## config.mk

```make
export PLATFORM = sky130hd
export DESIGN_NAME = msp430_spram_initiator
export DESIGN_NICKNAME = d
export VERILOG_FILES = /design/src/rtl/msp430_spram_initiator.sv
export SDC_FILE = /design/constraint.sdc
export NUM_CORES = 1
export LEC_CHECK = 0
export CAP_MARGIN = 20
export CORE_ASPECT_RATIO = 0.6
export CORE_MARGIN = 3
export CORE_UTILIZATION = 47
export DETAILED_ROUTE_END_ITERATION = 16
export PLACE_DENSITY = 0.76
export SLEW_MARGIN = 20
export SYNTH_ARGS = -nofsm -noshare
export SYNTH_HDL_FRONTEND = slang
export SYNTH_SLANG_ARGS = --single-unit
export TNS_END_PERCENT = 100
```

## constraint.sdc

```tcl
create_clock -name clk -period 2.7 [get_ports clk]
set_input_delay 0.54 -clock clk [delete_from_list [all_inputs] [get_ports clk]]
set_output_delay 0.54 -clock clk [all_outputs]
set_load 0.01 [all_outputs]
```

## src/rtl/msp430_spram_initiator.sv

```systemverilog
// +----------------------------------------------------------------------------+
// | msp430_spram_initiator: valid/ready request/response bridge to a bb_ext    |
// | single-port RAM, with in-order read return through a credit-gated FIFO.    |
// | Revision: 1.0                                                              |
// +----------------------------------------------------------------------------+
`default_nettype none

module msp430_spram_initiator #(
  parameter int AW         = 32,
  parameter int DW         = 32,
  parameter int RD_LATENCY = 1,
  parameter int RSP_DEPTH  = 4
) (
  input  logic          clk,
  input  logic          rst,
  input  logic          req_valid_i,
  output logic          req_ready_o,
  input  logic [AW-1:0] req_addr_i,
  input  logic [DW-1:0] req_wdata_i,
  input  logic          req_we_i,
  output logic          rsp_valid_o,
  input  logic          rsp_ready_i,
  output logic [DW-1:0] rsp_rdata_o,
  output logic [AW-1:0] spram_addr_o,
  output logic [DW-1:0] spram_din_o,
  output logic          spram_en_o,
  output logic          spram_we_o,
  input  logic [DW-1:0] spram_dout_i,
  output logic          busy_o
);

  localparam int CW = $clog2(RSP_DEPTH + 1);
  localparam int PW = $clog2(RSP_DEPTH);

  generate
    if (RD_LATENCY < 1 || RD_LATENCY > 4) begin : g_bad_latency
      $error("msp430_spram_initiator: RD_LATENCY must be in 1..4");
    end
    if (RSP_DEPTH < 2 || (RSP_DEPTH & (RSP_DEPTH - 1)) != 0) begin : g_bad_depth
      $error("msp430_spram_initiator: RSP_DEPTH must be a power of two >= 2");
    end
  endgenerate

  logic [CW-1:0]     r_reserved;
  logic [CW-1:0]     w_reserved_nxt;
  logic              r_ready;
  logic [RD_LATENCY:0] r_tag;
  logic [DW-1:0]     r_fifo [RSP_DEPTH];
  logic [PW-1:0]     r_wptr;
  logic [PW-1:0]     r_rptr;
  logic [CW-1:0]     r_count;

  logic w_accept;
  logic w_rd_accept;
  logic w_push;
  logic w_pop;
  logic w_full;

  assign w_accept    = req_valid_i && r_ready;
  assign w_rd_accept = w_accept && !req_we_i;
  assign w_push      = r_tag[RD_LATENCY];
  assign w_pop       = rsp_valid_o && rsp_ready_i;
  assign w_full      = (r_count == CW'(RSP_DEPTH));

  assign req_ready_o = r_ready;
  assign rsp_valid_o = (r_count != '0);
  assign rsp_rdata_o = r_fifo[r_rptr];
  assign busy_o      = (r_reserved != '0) || spram_en_o;

  // Credits cover every read from acceptance until its response is popped,
  // so the FIFO always has room for data already in flight.
  always_comb begin
    w_reserved_nxt = r_reserved;
    if (w_rd_accept && !w_pop) begin
      w_reserved_nxt = r_reserved + 1'b1;
    end else if (!w_rd_accept && w_pop) begin
      w_reserved_nxt = r_reserved - 1'b1;
    end
  end

  always_ff @(posedge clk or negedge rst) begin
    if (!rst) begin
      r_reserved   <= '0;
      r_ready      <= 1'b0;
      spram_en_o   <= 1'b0;
      spram_we_o   <= 1'b0;
      spram_addr_o <= '0;
      spram_din_o  <= '0;
      r_tag        <= '0;
    end else begin
      r_reserved <= w_reserved_nxt;
      r_ready    <= (w_reserved_nxt < CW'(RSP_DEPTH));
      spram_en_o <= w_accept;
      spram_we_o <= w_accept && req_we_i;
      if (w_accept) begin
        spram_addr_o <= req_addr_i;
        spram_din_o  <= req_wdata_i;
      end
      r_tag <= {r_tag[RD_LATENCY-1:0], w_rd_accept};
    end
  end

  // First-word fall-through response buffer.
  always_ff @(posedge clk or negedge rst) begin
    if (!rst) begin
      r_wptr  <= '0;
      r_rptr  <= '0;
      r_count <= '0;
      for (int i = 0; i < RSP_DEPTH; i++) begin
        r_fifo[i] <= '0;
      end
    end else begin
      if (w_push) begin
        r_fifo[r_wptr] <= spram_dout_i;
        r_wptr         <= r_wptr + 1'b1;
      end
      if (w_pop) begin
        r_rptr <= r_rptr + 1'b1;
      end
      if (w_push && !w_pop) begin
        r_count <= r_count + 1'b1;
      end else if (!w_push && w_pop) begin
        r_count <= r_count - 1'b1;
      end
    end
  end

  a_no_overflow: assert property (@(posedge clk) disable iff (!rst) !(w_push && w_full));

endmodule

`default_nettype wire

```

==> out/results.ini <==
[finish]
drive_above_1_share_pct = 31.1
nets = 830
syn2layout_area_growth_pct = 31.8
antenna_cells = 0
stdcell_area_um2 = 11600
final_util_pct = 63.6

[synthesis]
synth_area_per_cell_um2 = 17.1
synthesis.nets = 624
yosysTopAreaCell = dfrtp_1
synth_cells = 512
ys_warn_count = 0
ys_ff_latch = 207
netlist_area_um2 = 8770
yosys.area.top_type_share_pct = 59.1
synth.distinct_cells = 26
yosys-top-cells-area = dfrtp_1 (59%), mux2_2 (20%), mux4_2 (7.2%)
ys_seq_area_share_pct = 59.1

[hold_path]
hp-class = input pin to asynchronous set/reset pin

[floorplan]
core-area_um2 = 18200
initial_utilization_pct = 48.3
die-width_um = 182
die-area_um2 = 20400
io-pin-count = 202
die_h_um = 112
rows = 38

[grt]
grt_pass1_wl_um = 31100
grt_max_degree = 75
track_usage_pct = 19.0
antenna_found_initial = 0
grt_pass1_vias = 5595
grt-ovfl-total = 0

[timing]
slew_viol_final = 0
setup_slack_ns = 0.0658
max_slew_margin_pct = 46.1
period_minus_slack_ns = 2.63
rsz0062_at_grt = false
min_period_over_period_pct = 97.6
setup_violations = 0
setup-tns-final_ns = 0
skew_ns = 0.0122
clock.fmax_mhz = 380
holdWs_ns = 0.0646
worst_slew_pin_slew_ns = 0.809
hold_violations = 0

[route]
drc_errors = 0
drt-total-wl_um = 19200
drtAntennaViolNets = 0
avgViaCountPerCell = 5.23
drt_first_iter_violations = 247
vias = 5073
wl_per_cell_um = 19.8
drtPass1Iterations = 4

[clocking]
hold_buffers = 0
numCtsBuffers = 20
cts_sinks = 207
cts_tree = built
ctsLongestPathBuffers = 3
clk_pin_slew_ns = 0.06
root_buffer = clkbuf_16
clk-insertion-delay-late_ns = 0.49
cts_max_level = 1

[setup_path]
critPathRequiredTime_ns = 2.16
path_class = flop to output pin
rr_worst_depth = 8
cp-end-kind = output pin
critPathArrivalTime_ns = 2.09
start_kind = flop
worst-r2r-setup-slack_ns = 0.54
worst-path-max-fanout = 10

[power]
peakVddDrop_mv = 0.694
leakage_nw = 4.93
power.density_nw_per_um2 = 1230

[placement]
dpl_worst_slack_ns = 0.359
portBuffers = 201
gp_congestion = 0.754
placed_area_um2 = 10900
dp_hpwl_um = 13100

[job]
cap_violations = 0

[status]
status = finished clean

[synth_stat cells (all sizes together)]
cell / number
dfrtp: 207
mux2: 193
mux4: 32
buf: 27
nand2: 11
ha: 10
inv: 8
nor2: 4
xnor2: 4
xor2: 4
a21oi: 2
o21ai: 2
a22oi: 1
and3: 1
and3b: 1
clkbuf: 1
fa: 1
nand2b: 1
nand3: 1
or3: 1
[cell families after synthesis]
| logic type | Yosys count | synth area share [%] |
|---|---|---|
| mux | 225 | 33.2 |
| flops | 207 | 59.1 |
| xor+xnor | 8 | 0.799 |
| buf+inv | 36 | 3.62 |
| fa+ha+maj | 11 | 1.66 |
| compound gates | 5 | 0.314 |
| simple gates | 20 | 1.36 |
[layout by cell type (no fill, tap or decap), types with 6 or more instances in the layout]
cell and count:
nand2_1 6, dlygate4sd2_1 26, clkdlybuf4s50_1 172, dfrtp_1 206, clkbuf_1 6, buf_4 7, inv_1 8, ha_1 10
mux4_2 28, mux2_2 153, mux2_1 40, clkbuf_8 6, clkbuf_16 21
[critical path, cell delays in order, from the launching register on]
cell,delay (ns)
dfrtp_2,0.41
buf_12,0.16
mux4_2,0.51
clkdlybuf4s50_1,0.52
[state kept, by name (all words and copies together) (netlist names)]
register	count
r_fifo	128
spram_addr_o	32
spram_din_o	32
r_count	3
r_reserved	3
r_rptr	2
r_tag	2
r_wptr	2
req_ready_o	1
spram_en_o	1
spram_we_o	1
[where the power goes]
group,switching [mW],total [mW],internal (mW)
clock,1.13,2.79,1.65
sequential,0.828,5.51,4.68
combinational,2.31,5.95,3.64
[stage by stage]
step                power (mW)  std cells
floorplan                 8.89        512
global placement          11.6        934
detailed placement        11.9        934
CTS                       14.4        969
global route              15.1        970
finish                    14.2        970
[repair_timing]
item / in CTS / in global routing
gates resized for setup: 26 / 2
buffers inserted: 1 / 1
endpoints found under the setup margin: 27 / 6
[metal layers]
| metal | GRT usage, % | vias to the layer above | part of all wire, % |
|---|---|---|---|
| li1 | - | 2267 | - |
| met1 | 26.8 | 2678 | 44 |
| met2 | 31.0 | 108 | 49 |
| met3 | 4.37 | 20 | 5.4 |
| met4 | 3.35 | 0 | 1.4 |
| met5 | 0 | - | 0 |
[area by class of cell]
cell class | count | area [µm²]
fill | 1348 | 6610
sequential | 207 | 5180
multi-input combinational | 269 | 3270
timing repair buffer | 212 | 2120
clock buffer | 32 | 617
tap | 240 | 300
clock inverter | 2 | 35.0
inverter | 8 | 30.0
[path summary, 6_finish.rpt]
path                                               to                    from
max                                   rsp_rdata_o[14]   r_rptr[0]$_DFFE_PN0P_
min                        spram_din_o[5]$_DFFE_PN0N_                     rst
max reg2reg                    r_count[2]$_DFFE_PN0P_  r_count[1]$_DFFE_PN0P_
min reg2reg                        r_tag[1]$_DFF_PN0_      r_tag[0]$_DFF_PN0_
max in group asynchronous     r_fifo[102]$_DFFE_PN0P_                     rst
min in group clk                   r_tag[1]$_DFF_PN0_      r_tag[0]$_DFF_PN0_
Power figures use the tool's default switching activity.
